`config.mk`:
```
export PLATFORM = sky130hd
export DESIGN_NAME = elevator_request_table
export DESIGN_NICKNAME = d
export VERILOG_FILES = /design/src/rtl/elevator_pkg.sv /design/src/rtl/btn_conditioner.sv /design/src/rtl/elevator_request_table.sv
export SDC_FILE = /design/constraint.sdc
export NUM_CORES = 1
export LEC_CHECK = 0
export CORE_ASPECT_RATIO = 0.8
export CORE_MARGIN = 2
export CORE_UTILIZATION = 38
export DETAILED_ROUTE_END_ITERATION = 10
export GPL_TIMING_DRIVEN = 0
export PLACE_DENSITY = 0.75
export SYNTH_ARGS = -nofsm -noshare
export SYNTH_HDL_FRONTEND = slang
export SYNTH_SLANG_ARGS = --single-unit
```
`constraint.sdc`:
```
create_clock -name clk -period 1.8 [get_ports clk]
set_input_delay 0.54 -clock clk [delete_from_list [all_inputs] [get_ports clk]]
set_output_delay 0.54 -clock clk [all_outputs]
set_load 0.02 [all_outputs]
```
`src/rtl/elevator_pkg.sv`:
```
// Shared definitions for the elevator request table: car status codes,
// default floor count and a floor mask helper.
package elevator_pkg;

    localparam int DEF_NUM_FLOORS = 8;
    localparam int MAX_FLOORS     = 16;

    typedef enum logic [3:0] {
        ST_IDLE      = 4'd0,
        ST_MOVE_UP   = 4'd1,
        ST_MOVE_DOWN = 4'd2,
        ST_DOOR_OPEN = 4'd7
    } status_e;

    // Ones in bit positions 0..n-1.
    function automatic logic [MAX_FLOORS-1:0] low_mask(input int n);
        logic [MAX_FLOORS-1:0] m;
        m = '0;
        for (int i = 0; i < MAX_FLOORS; i++)
            if (i < n) m[i] = 1'b1;
        return m;
    endfunction

endpackage

```
`src/rtl/btn_conditioner.sv`:
```
// One push-button: optional debounce filter (REQ_DEBOUNCE_EN) followed by a
// rising-edge detector producing a single-cycle press pulse.
module btn_conditioner #(
    parameter int DEBOUNCE_CYCLES = 16
) (
    input  logic clk,
    input  logic rst,
    input  logic btn,
    output logic press
);

    logic lvl;
    logic prev;

`ifdef REQ_DEBOUNCE_EN
    localparam int CW = $clog2(DEBOUNCE_CYCLES + 1);
    logic [CW-1:0] cnt;

    always_ff @(posedge clk) begin
        if (rst) begin
            cnt <= '0;
            lvl <= 1'b0;
        end else if (btn != lvl) begin
            if (cnt == CW'(DEBOUNCE_CYCLES - 1)) begin
                lvl <= btn;
                cnt <= '0;
            end else begin
                cnt <= cnt + CW'(1);
            end
        end else begin
            cnt <= '0;
        end
    end
`else
    assign lvl = btn;
`endif

    // History tracks the level even in reset, so a button held through
    // reset is seen as already high and never yields a press.
    always_ff @(posedge clk) begin
        prev <= lvl;
    end

    assign press = lvl & ~prev & ~rst;

endmodule

```
`src/rtl/elevator_request_table.sv`:
```
// Latched hall/car request table with service clear and direction hints.
// Optional build macro: REQ_DEBOUNCE_EN (debounce filter on each button).
module elevator_request_table
    import elevator_pkg::*;
#(
    parameter int NUM_FLOORS      = DEF_NUM_FLOORS,
    parameter int FLOOR_W         = $clog2(NUM_FLOORS),
    parameter int DEBOUNCE_CYCLES = 16
) (
    input  logic                  clk,
    input  logic                  rst,
    input  logic [NUM_FLOORS-1:0] sw,
    input  logic                  btnu,
    input  logic                  btnd,
    input  logic                  btnc,
    input  logic [FLOOR_W-1:0]    floor,
    input  logic [3:0]            status,
    input  logic                  nextup,
    input  logic                  nextdown,
    output logic [NUM_FLOORS-1:0] up,
    output logic [NUM_FLOORS-1:0] down,
    output logic [NUM_FLOORS-1:0] elevator_btn,
    output logic                  req_above,
    output logic                  req_below,
    output logic                  req_here,
    output logic                  any_req
);

    // No up call from the top floor, no down call from the ground floor.
    localparam logic [NUM_FLOORS-1:0] UP_MASK = NUM_FLOORS'(low_mask(NUM_FLOORS - 1));
    localparam logic [NUM_FLOORS-1:0] DN_MASK = NUM_FLOORS'(low_mask(NUM_FLOORS)) & ~NUM_FLOORS'(1);

    logic [2:0] btn_raw;
    logic [2:0] press;

    assign btn_raw = {btnc, btnd, btnu};

    for (genvar b = 0; b < 3; b++) begin : g_btn
        btn_conditioner #(
            .DEBOUNCE_CYCLES(DEBOUNCE_CYCLES)
        ) u_btn (
            .clk  (clk),
            .rst  (rst),
            .btn  (btn_raw[b]),
            .press(press[b])
        );
    end

    logic [NUM_FLOORS-1:0] here_oh, above_m, below_m, all_req;
    logic [NUM_FLOORS-1:0] clr_up, clr_dn, clr_car;
    logic                  door;

    // An out-of-range floor gives an empty here/above set and a full below
    // set, which also disables every clear.
    always_comb begin
        here_oh = '0;
        above_m = '0;
        below_m = '0;
        for (int i = 0; i < NUM_FLOORS; i++) begin
            here_oh[i] = (int'(floor) == i);
            above_m[i] = (i > int'(floor));
            below_m[i] = (i < int'(floor));
        end
    end

    always_comb begin
        door    = (status == ST_DOOR_OPEN);
        clr_car = door ? here_oh : '0;
        clr_up  = (door && !(nextdown && !nextup)) ? here_oh : '0;
        clr_dn  = (door && !(nextup && !nextdown)) ? here_oh : '0;
    end

    // Clear is applied after the set so a press at an open door is served.
    always_ff @(posedge clk) begin
        if (rst) begin
            up           <= '0;
            down         <= '0;
            elevator_btn <= '0;
        end else begin
            up           <= (up | (press[0] ? (sw & UP_MASK) : '0)) & ~clr_up;
            down         <= (down | (press[1] ? (sw & DN_MASK) : '0)) & ~clr_dn;
            elevator_btn <= (elevator_btn | (press[2] ? sw : '0)) & ~clr_car;
        end
    end

    assign all_req   = up | down | elevator_btn;
    assign any_req   = |all_req;
    assign req_here  = |(all_req & here_oh);
    assign req_above = |(all_req & above_m);
    assign req_below = |(all_req & below_m);

endmodule

```
==> results by group, run 1 <==
Status
  • Status: finished with violations
  • Failing checks: negative setup slack

Layout
  • Share of cells above drive strength 1: 31.66%
  • Design area: 2031 sq um
  • Nets: 222
  • Util after Layout: 66.30%
  • Commonest non-fill, non-tap cell in the layout: a21oi_1
  • Most frequent cells in the layout: a21oi_1 (24), a211oi_1 (22), dfxtp_1 (18), clkdlybuf4s50_1 (18), dlygate4sd2_1 (14)
  • Area delta synth->final: 68.01%
  • Antenna cells: 0

Power and ir drop
  • Worst VDD drop: 0.0004473 V
  • Design internal power: 974.0 uW
  • Sw Ratio: 29.61%
  • Sequential cell fraction of total power: 46.5%
  • Clock network fraction of total power: 24.3%
  • PD cells: 681.4 nW/um^2
  • Comb pwr share: 29.2%
  • LEAKAGE: 0.0009552 uW
  • Switching pwr: 409.8 uW

Place
  • Detailed Place HPWL: 2.793 mm
  • Gpl congestion: 0.9233
  • I/O Buffers: 48
  • Dpl cell area: 1762 sq um

Logic synthesis
  • Cell count after synthesis: 136
  • Yosys warns: 0
  • Mapped Area: 1209 sq um
  • Post-synth top area cell: dfxtp_1
  • Syn nets: 158
  • Synthesized area per cell: 8.887 sq um
  • Seq cells post-synth: 27
  • Netlist cell types: 29
  • Post-synth top area share: 44.72%
  • Top post-synthesis cells by area: dfxtp_1 (45%), a211oi_1 (14%), a21oi_1 (11%)
  • Sequential area share after synthesis: 44.72%

STA
  • # setup viols final: 4
  • Max Slew Vio Count: 0
  • Final setup margin: -0.5273 ns
  • Final setup TNS: -1.818 ns
  • Final Hold Violating Endpoints: 0
  • Slew @ Worst Pin: 0.5514 ns
  • Min Tclk post-route: 2.327 ns
  • Unrepaired setup endpoints after global routing: yes
  • Period utilisation layout: 129.3%
  • F_max: 429.7 MHz
  • Relative slew slack: 63.08%
  • Skew final: 0.003713 ns

Die
  • Core Box Area: 3063 sq um
  • Die H: 54.45 um
  • Die area: 3651 sq um
  • Initial Utilization: 39.46%
  • I/O Pins: 50
  • Die W: 67.06 um
  • Row count: 18

Clock tree
  • Clock latency on the worst-skew pair: 0.27 ns
  • Clock tree buffer depth: 2
  • Number of H-tree levels: 1
  • Clock slew at reported path FFs: 0.09 ns
  • CTS buffer count: 3
  • Root Buffer: clkbuf_8
  • Hold_buf cts: 0
  • Clock sink total: 27
  • CTS tree: done

Critical path
  • Max FO, Critical Path: 4
  • Worst path required time: 1.26 ns
  • CP endpoint kind: primary output
  • Startpoint Class: flop
  • Slowest stage delay, CP: 0.42 ns
  • Critical Path, Cell by Cell: or3_4 > nor3_4 > o21ai_1 > a221o_1 > buf_6
  • CP max-delay cell: or3_4
  • Critical path class: reg2out
  • CP arrival: 1.79 ns

Detailed routing
  • DR vias: 1,436
  • DRT iter0 DRCs: 103
  • Final ANT Viol Nets: 0
  • Via density: 6.008
  • Remaining routing DRC violations: 0
  • DRT Pass-1 Iters: 4
  • Avg WL per Cell: 17.67 um
  • Post-Route WL: 4.223 mm

Global routing
  • Total grt overflow: 0
  • Vias in the first global route: 1,322
  • First-pass GRT wire length: 6.299 mm
  • Gr usage total: 23.34%
  • Antenna violations before repair: 0
  • Pin count of the biggest net entering global routing: 15

Job
  • Max Cap Viol: 0

Worst hold path
  • Min-delay worst type: reg2reg
synth_stat cells:
| cell type | count |
|---|---|
| o22ai_1 | 1 |
| clkbuf_1 | 4 |
| nor2b_1 | 1 |
| nand3b_1 | 1 |
| o21ai_1 | 2 |
| and3_1 | 2 |
| o21ai_0 | 2 |
| buf_2 | 2 |
| a21boi_2 | 1 |
| o32ai_1 | 1 |
| a221o_1 | 2 |
| a21oi_1 | 26 |
| nand3_1 | 2 |
| inv_1 | 4 |
| nor3_1 | 10 |
| a22oi_1 | 2 |
| o21a_1 | 1 |
| or3_1 | 3 |
| or3_4 | 2 |
| dfxtp_1 | 27 |
| o31a_1 | 1 |
| nor2_1 | 4 |
| and4b_1 | 1 |
| nand2_1 | 5 |
| nand2b_1 | 2 |
| a211oi_1 | 23 |
| nor3b_2 | 2 |
| nor3_2 | 1 |
| a221oi_1 | 1 |
cell type report:
| class | count | area, sq um |
|---|---|---|
| inverters | 4 | 15.01 |
| flip-flops and latches | 27 | 551.8 |
| well taps | 40 | 50.05 |
| multi-input cells | 99 | 759.5 |
| plain buffers | 6 | 43.79 |
| repair buffers | 59 | 565.5 |
| clock buffers | 4 | 45.04 |
| fillers | 261 | 1032 |
through the flow:
| stage | hold WS [ns] | std cells | setup slack, ns | total power (uW) |
|---|---|---|---|---|
| 6_report | 0.4652 | 239 | -0.5273 | 1384 |
| 5_1_grt | 0.4820 | 239 | -0.5754 | 1449 |
| 4_1_cts | 0.4762 | 234 | -0.5149 | 1351 |
| 3_5_place_dp | 0.4577 | 224 | -1.351 | 994.2 |
| 3_3_place_gp | 0.4549 | 224 | -1.335 | 986.6 |
| 2_1_floorplan | 0.4934 | 136 | -0.1373 | 833.7 |
sequential cells by signal (all words and copies together) (netlist names):
signal and flops:
elevator_btn 8, g_btn.u_btn.prev 3, up 8, down 8
path summary, 6_finish.rpt:
kind | from | slack, ns | endpoint | cells past startpoint
min | down[0] | 0.47 | down[0] | 2
max | up[6] | -0.53 | req_above | 5
max reg2reg | g_btn[0].u_btn.prev | 0.49 | up[1] | 3
min reg2reg | down[0] | 0.47 | down[0] | 2
power groups by stage:
| stage | Combinational, uW | Sequential [uW] | Clock (uW) |
|---|---|---|---|
| finish | 404 | 643 | 337 |
| global route | 427 | 646 | 377 |
| CTS | 373 | 640 | 338 |
| detailed placement | 341 | 654 | 0 |
| global placement | 335 | 652 | 0 |
| floorplan | 158 | 676 | 0 |
kinds of logic (layout without fill, tap and decap cells):
kind of cell / Yosys count / count (layout) / synth area share (%)
compound gates: 63 / 63 / 33.85
simple gates: 36 / 36 / 18.12
flops: 27 / 27 / 44.72
buf+inv: 10 / 73 / 3.312
worst max-delay path, delay by kind of cell (launching register included):
kind	cells	cell delay, ns
AOI/OAI and AO/OA	2	0.41
buffers and inverters	1	0.14
DFF	1	0.33
and+or+nand+nor	2	0.63
what timing repair did:
action / 4_1_cts / 5_1_grt
gates cloned: 1 / 0
endpoints found under the setup margin: 23 / 31
resized for setup: 63 / 23
setup buffers: 5 / 6
pin swaps: 1 / 3
metal layers:
metal / global-route usage [%] / vias to the layer above / part of all wire [%]
met4: 5.442 / 0 / 1.6
met2: 40.92 / 71 / 48
li1: - / 657 / -
met3: 5.556 / 14 / 7.4
met5: 0 / - / 0
met1: 29.33 / 694 / 43
(Power assumes the default switching activity.)
==> run 2, diff against run 1 <==
==> constraint.sdc (replaced) <==
create_clock -name clk -period 1.8 [get_ports clk]
set_input_delay 0.54 -clock clk [delete_from_list [all_inputs] [get_ports clk]]
set_output_delay 0.54 -clock clk [all_outputs]
set_load 0.01 [all_outputs]
==> results by group, run 2 (synthesized netlist as in run 1, its figures left out) <==
Detailed routing
  • DRT iter0 DRCs: 71 (was 103)
  • Met3 wire len: 329 um (was 314 um)
  • Post-Route WL: 4.113 mm (was 4.223 mm)
  • Avg WL per Cell: 17.35 um (was 17.67 um)
  • DR vias: 1,402 (was 1,436)
  • Final ANT Viol Nets: 0 (unchanged)
  • Remaining routing DRC violations: 0 (unchanged)
  • Wl on met1: 1.775 mm (was 1.819 mm)
  • Highest Signal Layer: met4 (unchanged)
  • Via density: 5.916 (was 6.008)
  • DR WL met2: 1.938 mm (was 2.023 mm)
  • DRT Pass-1 Iters: 4 (unchanged)

Critical path
  • Worst path required time: 1.26 ns (about the same)
  • Critical path class: reg2out (unchanged)
  • CP endpoint kind: primary output (unchanged)
  • CP max-delay cell: or3_4 (unchanged)
  • Startpoint Class: flop (unchanged)
  • Max FO, Critical Path: 4 (unchanged)
  • Worst reg-to-reg path cell count: 3 (unchanged)
  • Slowest stage delay, CP: 0.42 ns (about the same)
  • CP arrival: 1.77 ns (was 1.79 ns)
  • Critical Path, Cell by Cell: or3_4 > nor3_4 > o21ai_1 > a221o_1 > buf_2 (was or3_4 > nor3_4 > o21ai_1 > a221o_1 > buf_6)

STA
  • Skew final: 0.002881 ns (was 0.003713 ns)
  • Period utilisation layout: 128.4% (was 129.3%)
  • F_max: 432.7 MHz (was 429.7 MHz)
  • Max Slew Vio Count: 0 (unchanged)
  • Slew @ Worst Pin: 0.5639 ns (was 0.5514 ns)
  • # setup viols final: 4 (unchanged)
  • Relative slew slack: 62.41% (was 63.08%)
  • Min Tclk post-route: 2.311 ns (was 2.327 ns)
  • Unrepaired setup endpoints after global routing: yes (unchanged)
  • Final setup margin: -0.5110 ns (was -0.5273 ns)
  • Final Hold Violating Endpoints: 0 (unchanged)
  • Hold slack final: 0.4778 ns (was 0.4652 ns)

Clock tree
  • Clock sink total: 27 (unchanged)
  • CTS tree: done (unchanged)
  • Root Buffer: clkbuf_8 (unchanged)
  • Clock latency on the worst-skew pair: 0.28 ns (was 0.27 ns)
  • Hold_buf cts: 0 (unchanged)
  • Clock tree buffer depth: 2 (unchanged)
  • Clock slew at reported path FFs: 0.09 ns (about the same)
  • Number of H-tree levels: 1 (unchanged)
  • CTS buffer count: 3 (unchanged)

Global routing
  • Pin count of the biggest net entering global routing: 15 (unchanged)
  • Total grt overflow: 0 (unchanged)
  • Antenna violations before repair: 0 (unchanged)
  • Vias in the first global route: 1,291 (was 1,322)
  • Gr usage total: 23.78% (was 23.34%)
  • First-pass GRT wire length: 6.285 mm (was 6.299 mm)

Layout
  • Nets: 220 (was 222)
  • Area delta synth->final: 67.29% (was 68.01%)
  • Antenna cells: 0 (unchanged)
  • Largest registers: down (8), elevator_btn (8), up (8) (unchanged)
  • Most frequent cells in the layout: clkdlybuf4s50_1 (35), a21oi_1 (25), a211oi_1 (22), dfxtp_2 (14), dfxtp_1 (13) (was a21oi_1 (24), a211oi_1 (22), dfxtp_1 (18), clkdlybuf4s50_1 (18), dlygate4sd2_1 (14))
  • Post-Layout Cell Count: 237 (was 239)
  • Share of cells above drive strength 1: 31.98% (was 31.66%)
  • Commonest non-fill, non-tap cell in the layout: clkdlybuf4s50_1 (was a21oi_1)
  • Design area: 2022 sq um (was 2031 sq um)

Die
  • Core Box Area: 3063 sq um (unchanged)
  • I/O Pins: 50 (unchanged)
  • Die W: 67.06 um (unchanged)
  • Row count: 18 (unchanged)
  • Initial Utilization: 39.46% (unchanged)
  • Die H: 54.45 um (unchanged)
  • Die area: 3651 sq um (unchanged)

Place
  • I/O Buffers: 48 (unchanged)
  • Gpl congestion: 0.8938 (was 0.9233)
  • Placed insts: 224 (unchanged)
  • Dpl cell area: 1744 sq um (was 1762 sq um)
  • Detailed Place HPWL: 2.682 mm (was 2.793 mm)

Status
  • Status: finished with violations (unchanged)
  • Failing checks: negative setup slack (unchanged)

Worst hold path
  • Hold depth: 2 (unchanged)
  • Min-delay worst type: reg2reg (unchanged)

Power and ir drop
  • Worst VDD drop: 0.0004902 V (was 0.0004473 V)
  • PD cells: 665.4 nW/um^2 (was 681.4 nW/um^2)
  • LEAKAGE: 0.0008184 uW (was 0.0009552 uW)

Job
  • Max Cap Viol: 0 (unchanged)
## run 2: changes by cell type in the layout (fill, tap and decap cells not counted), sizes merged
cell           change
buf                -2
clkdlybuf4s50     +17
dlygate4sd2       -13
dlymetal6s2s       -4
## run 2: stage by stage
step / setup TNS (ns) / util, % / power, uW / setup slack [ns]
floorplan: -0.1767 / - / 801.6 / -0.06380
global placement: -10.10 / 56.94 / 954.1 / -1.276
detailed placement: -10.76 / 56.94 / 962.0 / -1.295
CTS: -1.715 / 63.81 / 1331 / -0.5316
global route: -1.951 / 66.01 / 1409 / -0.5686
finish: -1.704 / 66.01 / 1345 / -0.5110
## run 2: metal layers
layer	GRT usage [%]	up-vias
met3	6.379	9
met5	0	-
met1	29.96	671
li1	-	647
met2	39.93	75
met4	7.823	0
## run 2: final cells by class
cell class	count	area, sq um
multi-input cells	99	769.5
flip-flops and latches	27	558.0
plain buffers	6	43.79
clock buffers	4	45.04
repair buffers	57	540.5
fillers	247	1041
well taps	40	50.05
inverters	4	15.01
## run 2: final timing paths
| check | from | end | slack [ns] |
|---|---|---|---|
| setup reg to reg | g_btn[0].u_btn.prev | up[1] | 0.58 |
| hold / removal | down[0] | down[0] | 0.48 |
| hold reg to reg | down[0] | down[0] | 0.48 |
| setup / recovery | elevator_btn[5] | req_above | -0.51 |
## run 2: critical path: cells and delay by family, from the launching register on
kind / cells / cell delay, ns
simple gates: 2 / 0.63
compound gates: 2 / 0.39
flops: 1 / 0.33
buf+inv: 1 / 0.14
## run 2: power by group
group	total [uW]	internal (uW)	switching [uW]
Sequential	643	623	20.6
Combinational	353	180	173
Clock	349	159	190
Total	1350	962	384
## run 2: repair_timing
item / 4_1_cts / 5_1_grt
gates resized for setup: 53 / 23
pin swaps: 10 / 8
setup endpoints to repair: 12 / 38
buffers inserted: 8 / 1
==> run 3, diff against run 2 <==
GPL_ROUTABILITY_DRIVEN = 0   (was not set)
==> results by group, run 3 (synthesized netlist as in run 1, its figures left out) <==
Layout
  • Fillers: 236 (was 247)
  • Most frequent cells in the layout: clkdlybuf4s50_1 (34), a21oi_1 (25), a211oi_1 (22), dfxtp_2 (15), dfxtp_1 (12) (was clkdlybuf4s50_1 (35), a21oi_1 (25), a211oi_1 (22), dfxtp_2 (14), dfxtp_1 (13))
  • Share of cells above drive strength 1: 34.52% (was 31.98%)
  • Largest registers: down (8), elevator_btn (8), up (8) (unchanged)
  • Nets: 220 (unchanged)
  • Antenna cells: 0 (unchanged)
  • Design area: 2062 sq um (was 2022 sq um)
  • Area delta synth->final: 70.60% (was 67.29%)
  • Commonest non-fill, non-tap cell in the layout: clkdlybuf4s50_1 (unchanged)
  • Util after Layout: 67.32% (was 66.01%)

STA
  • F_max: 433.8 MHz (was 432.7 MHz)
  • Slew @ Worst Pin: 0.5554 ns (was 0.5639 ns)
  • Final setup margin: -0.5050 ns (was -0.5110 ns)
  • Relative slew slack: 62.98% (was 62.41%)
  • Max Slew Vio Count: 0 (unchanged)
  • # setup viols final: 5 (was 4)
  • Unrepaired setup endpoints after global routing: yes (unchanged)
  • Period utilisation layout: 128.1% (was 128.4%)
  • Min Tclk post-route: 2.305 ns (was 2.311 ns)
  • Skew final: 0.01091 ns (was 0.002881 ns)
  • Final Hold Violating Endpoints: 0 (unchanged)

Clock tree
  • Clock slew at reported path FFs: 0.10 ns (was 0.09 ns)
  • Root Buffer: clkbuf_8 (unchanged)
  • Number of H-tree levels: 1 (unchanged)
  • CTS buffer count: 3 (unchanged)
  • Clock latency on the worst-skew pair: 0.28 ns (about the same)
  • CTS tree: done (unchanged)
  • Clock tree buffer depth: 2 (unchanged)
  • Clock sink total: 27 (unchanged)

Critical path
  • Worst path required time: 1.26 ns (about the same)
  • WP buf/inv: 1 (unchanged)
  • CP arrival: 1.77 ns (about the same)
  • Max FO, Critical Path: 4 (unchanged)
  • Critical Path, Cell by Cell: or3_4 > a21oi_1 > o21ai_0 > a221o_1 > buf_2 (was or3_4 > nor3_4 > o21ai_1 > a221o_1 > buf_2)
  • Startpoint Class: flop (unchanged)
  • Critical path class: reg2out (unchanged)
  • Slowest stage delay, CP: 0.42 ns (about the same)
  • CP endpoint kind: primary output (unchanged)
  • CP max-delay cell: or3_4 (unchanged)
  • CP delay by family, top: compound AO/OA/AOI/OAI gates (was simple AND/OR/NAND/NOR gates)

Global routing
  • First-pass GRT wire length: 6.423 mm (was 6.285 mm)
  • Gr usage total: 23.63% (was 23.78%)
  • Antenna violations before repair: 0 (unchanged)
  • Vias in the first global route: 1,329 (was 1,291)
  • Total grt overflow: 0 (unchanged)
  • Pin count of the biggest net entering global routing: 15 (unchanged)

Detailed routing
  • DR vias: 1,403 (was 1,402)
  • Avg WL per Cell: 17.83 um (was 17.35 um)
  • Remaining routing DRC violations: 0 (unchanged)
  • Final ANT Viol Nets: 0 (unchanged)
  • DRT Pass-1 Iters: 4 (unchanged)
  • DRT iter0 DRCs: 70 (was 71)
  • DR WL met2: 2.068 mm (was 1.938 mm)
  • Post-Route WL: 4.225 mm (was 4.113 mm)
  • Wl on met1: 1.814 mm (was 1.775 mm)
  • Met3 wire len: 310 um (was 329 um)
  • Highest Signal Layer: met4 (unchanged)
  • Via density: 5.920 (was 5.916)

Die
  • I/O Pins: 50 (unchanged)
  • Die area: 3651 sq um (unchanged)
  • Die H: 54.45 um (unchanged)
  • Initial Utilization: 39.46% (unchanged)
  • Core Box Area: 3063 sq um (unchanged)
  • Row count: 18 (unchanged)
  • Die W: 67.06 um (unchanged)

Place
  • I/O Buffers: 48 (unchanged)
  • Dpl cell area: 1744 sq um (unchanged)
  • Detailed Place HPWL: 2.760 mm (was 2.682 mm)

Job
  • Max Cap Viol: 0 (unchanged)

Worst hold path
  • Min-delay worst type: reg2reg (unchanged)

Power and ir drop
  • LEAKAGE: 0.0008509 uW (was 0.0008184 uW)
  • Worst VDD drop: 0.0004318 V (was 0.0004902 V)
  • PD cells: 664.2 nW/um^2 (was 665.4 nW/um^2)

Status
  • Failing checks: negative setup slack (unchanged)
  • Status: finished with violations (unchanged)
[run 3: tightest hold or removal path, stage by stage, from the launching register on]
cell and delay, ns:
dfxtp_2 0.35, nand2b_1 0.07, a21oi_1 0.04
[run 3: layout make-up]
class / count / area [sq um] / area share [%]
multi-input cells: 99 / 809.5 / 39.26
flip-flops and latches: 27 / 559.3 / 27.12
repair buffers: 57 / 539.3 / 26.15
well taps: 40 / 50.05 / 2.427
clock buffers: 4 / 45.04 / 2.184
plain buffers: 6 / 43.79 / 2.124
inverters: 4 / 15.01 / 0.7282
[run 3: routing by layer]
| layer | track usage (%) | vias to the layer above |
|---|---|---|
| met4 | 5.442 | 0 |
| met5 | 0 | - |
| met3 | 2.675 | 4 |
| met1 | 30.54 | 679 |
| met2 | 42.74 | 69 |
| li1 | - | 651 |
[run 3: stage by stage]
step | TNS [ns] | worst slack (ns) | power (uW) | std cells | hold WS [ns]
floorplan | -0.1767 | -0.06380 | 801.6 | 136 | 0.4834
global placement | -9.869 | -1.269 | 953.4 | 224 | 0.4549
detailed placement | -10.76 | -1.305 | 961.7 | 224 | 0.4657
CTS | -1.653 | -0.5195 | 1330 | 236 | 0.4936
global route | -1.846 | -0.5448 | 1422 | 237 | 0.5066
finish | -1.612 | -0.5050 | 1370 | 237 | 0.4895
[run 3: worst paths after layout]
check | from | to | slack, ns | cells after the start
worst max-delay path | elevator_btn[5] | req_above | -0.51 | 5
worst min register to register | up[7] | up[7] | 0.49 | 2
worst min-delay path | up[7] | up[7] | 0.49 | 2
worst max register to register | g_btn[2].u_btn.prev | elevator_btn[6] | 0.50 | 3
[run 3: power by group]
group / switching, uW / internal, uW
Combinational: 177 / 188
Sequential: 25.3 / 623
Clock: 197 / 159
[run 3: what timing repair did]
item | 4_1_cts | 5_1_grt
endpoints found under the setup margin | 21 | 22
pin swaps | 9 | 6
gates resized for setup | 53 | 34
hold buffers | 0 | 0
setup buffers | 8 | 1
